[src/rtl/fir_sample_feeder.sv]
// Sample front end for the transposed-form FIR: valid/ready intake, one-cycle tap strobe,
// double-buffered coefficient bank. Defining FIR_FEEDER_FLUSH_EN adds i_flush and a FLUSH state.
module fir_sample_feeder #(
  parameter int DATA_WIDTH = 24,
  parameter int NUM_TAPS   = 16,
  parameter int ADDR_WIDTH = 4
) (
  input  logic                           i_clk,
  input  logic                           i_rst,
  input  logic                           i_s_valid,
  output logic                           o_s_ready,
  input  logic [DATA_WIDTH-1:0]          iv_s_data,
  input  logic                           i_cw_valid,
  input  logic [ADDR_WIDTH-1:0]          iv_cw_addr,
  input  logic [DATA_WIDTH-1:0]          iv_cw_data,
  input  logic                           i_cw_commit,
`ifdef FIR_FEEDER_FLUSH_EN
  input  logic                           i_flush,
`endif
  output logic                           o_cw_err,
  output logic                           o_en,
  output logic [DATA_WIDTH-1:0]          ov_din,
  output logic [NUM_TAPS*DATA_WIDTH-1:0] ov_weights,
  output logic                           o_loaded
);

  // state | meaning
  // IDLE  | nothing committed since reset, samples refused
  // RUN   | streaming, samples accepted every cycle
  // SWAP  | single cycle, active bank loads from shadow bank
  // FLUSH | NUM_TAPS zero strobes to drain the tap chain (FIR_FEEDER_FLUSH_EN only)
`ifdef FIR_FEEDER_FLUSH_EN
  typedef enum logic [1:0] {IDLE, RUN, SWAP, FLUSH} state_t;
  localparam int CNT_WIDTH = $clog2(NUM_TAPS);
  logic [CNT_WIDTH-1:0] flush_cnt;
  logic                 commit_pend;
  logic                 flush_done;
`else
  typedef enum logic [1:0] {IDLE, RUN, SWAP} state_t;
`endif

  localparam logic [ADDR_WIDTH:0] TAPS = (ADDR_WIDTH+1)'(NUM_TAPS);

  state_t                        state;
  state_t                        next;
  logic [NUM_TAPS*DATA_WIDTH-1:0] shadow;
  logic                          accept;
  logic                          addr_ok;

  assign accept  = i_s_valid & o_s_ready;
  assign addr_ok = ({1'b0, iv_cw_addr} < TAPS);

  always_ff @(posedge i_clk) begin
    if (i_rst) state <= IDLE;
    else       state <= next;
  end

`ifdef FIR_FEEDER_FLUSH_EN
  assign flush_done = (flush_cnt == '0);
`endif

  always_comb begin
    next = state;
    case (state)
      IDLE: if (i_cw_commit) next = SWAP;
`ifdef FIR_FEEDER_FLUSH_EN
      RUN: begin
        if (i_flush)          next = FLUSH;
        else if (i_cw_commit) next = SWAP;
      end
      FLUSH: if (flush_done) next = (commit_pend | i_cw_commit) ? SWAP : RUN;
`else
      RUN: if (i_cw_commit) next = SWAP;
`endif
      SWAP: next = RUN;
      default: next = IDLE;
    endcase
  end

  always_comb begin
    o_s_ready = 1'b0;
    if (state == RUN) o_s_ready = 1'b1;
  end

`ifdef FIR_FEEDER_FLUSH_EN
  // Down-counter spans the NUM_TAPS flush cycles; a commit seen meanwhile waits for the end.
  always_ff @(posedge i_clk) begin
    if (i_rst) begin
      flush_cnt   <= '0;
      commit_pend <= 1'b0;
    end else begin
      if (state == RUN && next == FLUSH)    flush_cnt <= CNT_WIDTH'(NUM_TAPS - 1);
      else if (state == FLUSH && !flush_done) flush_cnt <= flush_cnt - 1'b1;
      if (next == FLUSH) commit_pend <= commit_pend | i_cw_commit;
      else               commit_pend <= 1'b0;
    end
  end
`endif

  always_ff @(posedge i_clk) begin
    if (i_rst) begin
      o_en       <= 1'b0;
      ov_din     <= '0;
      o_cw_err   <= 1'b0;
      shadow     <= '0;
      ov_weights <= '0;
      o_loaded   <= 1'b0;
    end else begin
      o_en <= accept;
      if (accept) ov_din <= iv_s_data;
`ifdef FIR_FEEDER_FLUSH_EN
      if (state == FLUSH) begin
        o_en   <= 1'b1;
        ov_din <= '0;
      end
`endif
      o_cw_err <= i_cw_valid & ~addr_ok;
      for (int k = 0; k < NUM_TAPS; k++) begin
        if (i_cw_valid && addr_ok && iv_cw_addr == ADDR_WIDTH'(k))
          shadow[k*DATA_WIDTH +: DATA_WIDTH] <= iv_cw_data;
      end
      // Copies the pre-edge shadow, so a write landing in the SWAP cycle waits for the next commit.
      if (state == SWAP) begin
        ov_weights <= shadow;
        o_loaded   <= 1'b1;
      end
    end
  end

endmodule

[config.mk]
export PLATFORM = sky130hd
export DESIGN_NAME = fir_sample_feeder
export DESIGN_NICKNAME = d
export VERILOG_FILES = /design/src/rtl/fir_sample_feeder.sv
export SDC_FILE = /design/constraint.sdc
export NUM_CORES = 2
export LEC_CHECK = 0
export BUFFER_PORTS_ARGS = -buffer_cell sky130_fd_sc_hd__buf_2
export CORE_MARGIN = 10
export CORE_UTILIZATION = 55
export DETAILED_ROUTE_END_ITERATION = 10
export PLACE_DENSITY = 0.86
export SKIP_LAST_GASP = 1
export SLEW_MARGIN = 20
export SYNTH_ARGS = -nofsm -noshare
export SYNTH_HDL_FRONTEND = slang
export SYNTH_SLANG_ARGS = --single-unit
[constraint.sdc]
create_clock -name i_clk -period 2.9 [get_ports i_clk]
set_input_delay 0.145 -clock i_clk [delete_from_list [all_inputs] [get_ports i_clk]]
set_output_delay 0.145 -clock i_clk [all_outputs]
set_load 0.01 [all_outputs]
Word level (Yosys, flattened, before mapping)
Cells that the tools add are included. W data, S select, Z words.

Register bits after elaboration: 796. Input bits: 57. Output and inout bits: 412. Logic and storage cells: 62.

Eq/ne operators: 18. Mux-type cells: 3. Bitwise logic cells: 1. Reductions and logical operators: 19.

Operators by type and width (count): $eq A4 B4 Y1 const B (8); $eq A4 B3 Y1 const B (4); $logic_and A1 B1 Y1 (16); $eq A4 B2 Y1 const B (2); $eq A4 B1 Y1 const B (1); $logic_not A4 Y1 (1); $pmux W2 S2 (1); $eq A2 B1 Y1 const B (1); $eq A2 B2 Y1 const B (1); $logic_not A2 Y1 (1); $mux W2 (1); $ne A2 B1 Y1 const B (1); $reduce_or A2 Y1 (1); $and A1 B1 Y1 (1); $mux W1 (1).

Logic depth before layout (Yosys ltp)
Word-level depth: 3. Gate-level depth with buffers: 6. Gate-level depth less buffers: 3.

Worst setup path before layout
No wires, ideal clock.

Path kind: reg-to-reg. Start point: register state[0]. End point: register ov_weights[319]. Setup time: 0.070 ns. Data arrival time: 1.173 ns. Data required time: 2.830 ns. Setup slack: 1.657 ns. Cell stages (with the launch flop): 7. Buffers on the path: 3. Clock period less this slack: 1.243 ns. Cell sequence: dfxtp_1 -> nand2b_1 -> buf_2 -> buf_4 -> clkbuf_1 -> nand2_1 -> a21oi_1.

Cells in the longest elaborated chain, start to end: 1.

RTL lines: from (decl) (RTL line 44) `state_t state;`; from (signal assigned) (RTL line 55) `else state <= next;`; $eq A2 B2 Y1 (RTL line 123) `if (state == SWAP) begin`; to (signal assigned) (RTL line 124) `ov_weights <= shadow;`; to (decl) (RTL line 23) `output logic [NUM_TAPS*DATA_WIDTH-1:0] ov_weights,`.

No other way between the ends. A chain may end at the register's enable or synchronous reset.

Worst setup path after layout
Start point: register state[0]. End point: register ov_din[6].

Cells in the longest elaborated chain, start to end: 3.

RTL lines: $eq A2 B1 Y1 (RTL line 82) `if (state == RUN) o_s_ready = 1'b1;`; $mux W1 (RTL line 82); $and A1 B1 Y1 (RTL line 50) `assign accept = i_s_valid & o_s_ready;`; to (signal assigned) (RTL line 110) `if (accept) ov_din <= iv_s_data;`; to (decl) (RTL line 22) `output logic [DATA_WIDTH-1:0] ov_din,`.

No other way between the ends.

==> impl.org <==
** Setup path
- Highest-delay cell along the critical path :: and3b_1
- The critical path in this run is classified as reg2reg.
- Cell Chain, Critical Path :: and3b_1 > nand2_1 > a21oi_1 > dlygate4sd3_1
- Worst setup SP type :: register
- STA puts the critical path data arrival time at 2.84 ns.
- STA classifies the critical path endpoint as a register.
- Endpoint required time on the critical path :: roughly 3.4 ns
- Maximum fanout count along the critical path :: 24
- The number of buffers and inverters on the critical path is 1.
- In this design, the largest share of critical-path delay is due to simple AND/OR/NAND/NOR gates.
- The largest single stage delay on the critical path is approximately 0.84 ns.

** Synthesis
- In the synthesized netlist the async set-or-reset flop fraction comes to 0.
- Synthesis handed over a netlist of ~3100 instances.
- Most common flop cell mapped by yosys :: dfxtp_1
- After synthesis the netlist holds a flip-flop and latch count of 796.
- After synthesis, the cell types taking the most area are dfxtp_1 55%, mux2i_1 13%, nand2_1 11%, nand2b_1 8.8%, a21oi_1 7.0%.
- Synthesis instantiated 24 different standard cells from the library.
- Post-synthesis instance area :: 29170 µm²
- Of all cell types, the one taking the most synthesized area is dfxtp_1.
- Of the synthesized area, sequential elements account for 0.5463.
- When the netlist entered floorplanning its net count stood at 3175.
- Of the post-synthesis cell area, the dominant cell type holds 0.5463.
- Mean cell area of the mapped netlist :: 9.356 µm²
- Number of warnings printed during yosys synthesis :: 0
- Among all cell types in the netlist, the one instantiated most often is nand2_1.
- Sorting the synthesized cells by how often they occur yields 816 x nand2_1, 796 x dfxtp_1, 410 x nand2b_1, 409 x a21oi_1, 384 x mux2i_1.
- In this run, synthesis inferred 0 flip-flops with an integrated enable.

** Floorplanning
- The die is 250.3 µm wide.
- The die covers 62650 µm².
- The initial utilization of the core area, before any placement, comes to 0.5551.
- # IOs :: 469
- The core region is 52550 µm².
- Chip Height :: 250.3 µm
- Row count :: 84

** Detailed routing
- Pre-antenna DRT Iters :: 5
- The first routing iteration left roughly 2200 violations.
- In the final routed layout, each cell accounts on average for 20.36 µm.
- Detailed-route vias per instance :: 5.467
- DR DRC count :: 0
- In this run the remaining antenna-violating nets after routing total 0.
- The routed design has between 80000 and 90000 µm of wire.
- Routed vias :: around 23000

** Flow run
- Across the run, the number of max-cap violations was 0.

** CTS
- Root buf cell :: clkbuf_16
- The later pin in the worst-skew pair is clocked with a latency of approximately 0.62 ns.
- Clock transition at the registers of the reported paths :: 0.06 ns
- TritonCTS built the clock tree.
- TritonCTS created 78 clock buffers.
- The H-tree generated during clock tree synthesis spans 3 levels.
- The clock passes through at most 3 buffers.
- Clock Sink Count :: 796

** Worst hold path
- Hold Path Class :: in2reg

** Timing
- The number of max-slew violations in the final report came to 0.
- Setup violations remaining at the end of the flow were counted as 0.
- Dividing the final minimum period by the clock period gives 0.7925.
- Transition time at the pin with the least slew margin :: 0.9805 ns
- Setup repair after global routing left no endpoint under its margin.
- Measured against its own limit, the worst slew margin works out to 0.3463.
- FMAX :: about 440 MHz
- Clock Skew :: 0.02065 ns
- Clock period minus final worst setup slack :: between 2 and 2.5 ns
- Final total negative setup slack :: 0 ns
- Endpoints failing hold :: 0
- Once routing completed, OpenROAD measured the worst setup slack at between 0.6 and 0.7 ns.

** Cells and area
- In the final layout, the share of cells above drive strength 1 is 0.1915.
- The final layout contains 3540 nets.
- With fillers left out, the area of the finished cells amounts to 34690 µm².
- The multi-input combinational cells in the finished layout cover a total of 11870 µm².
- Fill cells in the final layout number 3879.
- Layout overhead on the synthesized area :: 18.93%
- Area taken by flip-flops and latches :: about 16000 µm²

** GRT
- Entering global routing, the biggest net connects roughly 160 pins.
- Via count of the first global-routing pass :: around 23000
- For this run, the total global-route usage over all layers was measured as 0.2618.
- Global-route wire length before repair :: 130600 µm
- The number of antenna violations at the first check in global routing came to 2.
- Congestion Overflow GR :: 0

** Placement
- In this run the tool buffered the top-level ports with approximately 470 buffer cells.
- Once placement finished, the instance area stood at about 32000 µm².
- Final HPWL DP :: about 51000 µm
- Final estimated routing congestion in global placement :: 0.7666
- Prior to clock tree synthesis, the placed netlist has a worst setup slack of 0.8378 ns.

** Power
- Max rail drop VDD :: approximately 0.49 mV
- Power density relative to cell area :: 660.9 nW/µm²
- Static leakage power :: 0.01583 µW

** Status
- Run status :: complete, no violations
## through the flow
stage | std cells | total power (µW) | hold slack (ns) | util
final | 4235 | 22930 | 0.09074 | 0.6602
after detailed placement | 4055 | 12360 | 0.3913 | 0.6008
after global routing | 4235 | 23530 | 0.08590 | 0.6602
after floorplan | 3118 | 11990 | 0.2810 | -
after CTS | 4233 | 22970 | 0.05586 | 0.6599
after global placement | 4055 | 12350 | 0.3852 | 0.6008
## repair_timing
action	in CTS	in global routing
endpoints found under the hold margin	42	0
buffers inserted	0	0
hold buffers	35	0
resized for setup	0	0
## sequential cells by signal, summed over array words and instances (netlist names)
signal	cells
o_en	1
o_loaded	1
ov_din	24
ov_weights	384
shadow	384
state	2
## cells by family after synthesis
kind of cell | share of synthesized area
muxes | 0.1318
and+or+nand+nor | 0.2031
buffers and inverters | 0.04855
AOI/OAI and AO/OA | 0.07017
DFF | 0.5463
other | 0.0001286
## where the power goes
part	switching, µW	total, µW	internal, µW
Combinational	749	1090	339
Clock	4250	10800	6500
Sequential	56.2	11100	11000
## worst paths after layout
kind / depth (start not counted) / start / slack, ns / endpoint
hold / removal: 4 / iv_cw_data[8] / 0.09 / shadow[56]$_SDFFE_PP0P_
setup reg to reg: 4 / state[0]$_SDFFE_PP0P_ / 0.60 / ov_din[6]$_SDFFE_PP0P_
hold reg to reg: 2 / shadow[139]$_SDFFE_PP0P_ / 0.44 / ov_weights[139]$_SDFFE_PP0P_
setup / recovery: 4 / state[0]$_SDFFE_PP0P_ / 0.60 / ov_din[6]$_SDFFE_PP0P_
## placed cells by master, fill, tap and decap left out, types with 4 or more instances in the layout
master and n:
nand2_1 816, dfxtp_1 796, buf_2 466, a21oi_1 409, nand2b_1 395, mux2i_1 384, clkbuf_16 82, buf_4 40
dlygate4sd3_1 35, clkbuf_8 20, clkbuf_1 19, nand2b_2 14, buf_12 13, bufinv_16 9, clkinv_2 9, nand2_4 8
nand3_4 4
## final cells by class
class                      instances  area share
antenna                            1  0.00007213
clock buffer                     121     0.06914
clock inverter                    22     0.01028
multi-input combinational       2051      0.3421
sequential                       796      0.4593
tap                              688     0.02481
timing repair buffer             556     0.09424
## metal layers
metal / share of wire / routed length [µm] / vias up / GRT usage
met4: 0.037 / 3192 / 2 / 0.1074
met1: 0.41 / 35160 / 11230 / 0.3338
li1: - / - / 10770 / -
met3: 0.090 / 7800 / 179 / 0.06546
met2: 0.46 / 40050 / 979 / 0.4177
met5: 0.00015 / 13 / - / 0
## tightest hold or removal path: stages
cell and delay, ns:
buf_2 0.08, nand2b_1 0.04, buf_4 0.24, mux2i_1 0.15
No activity file was read; power rests on OpenSTA's default activity.
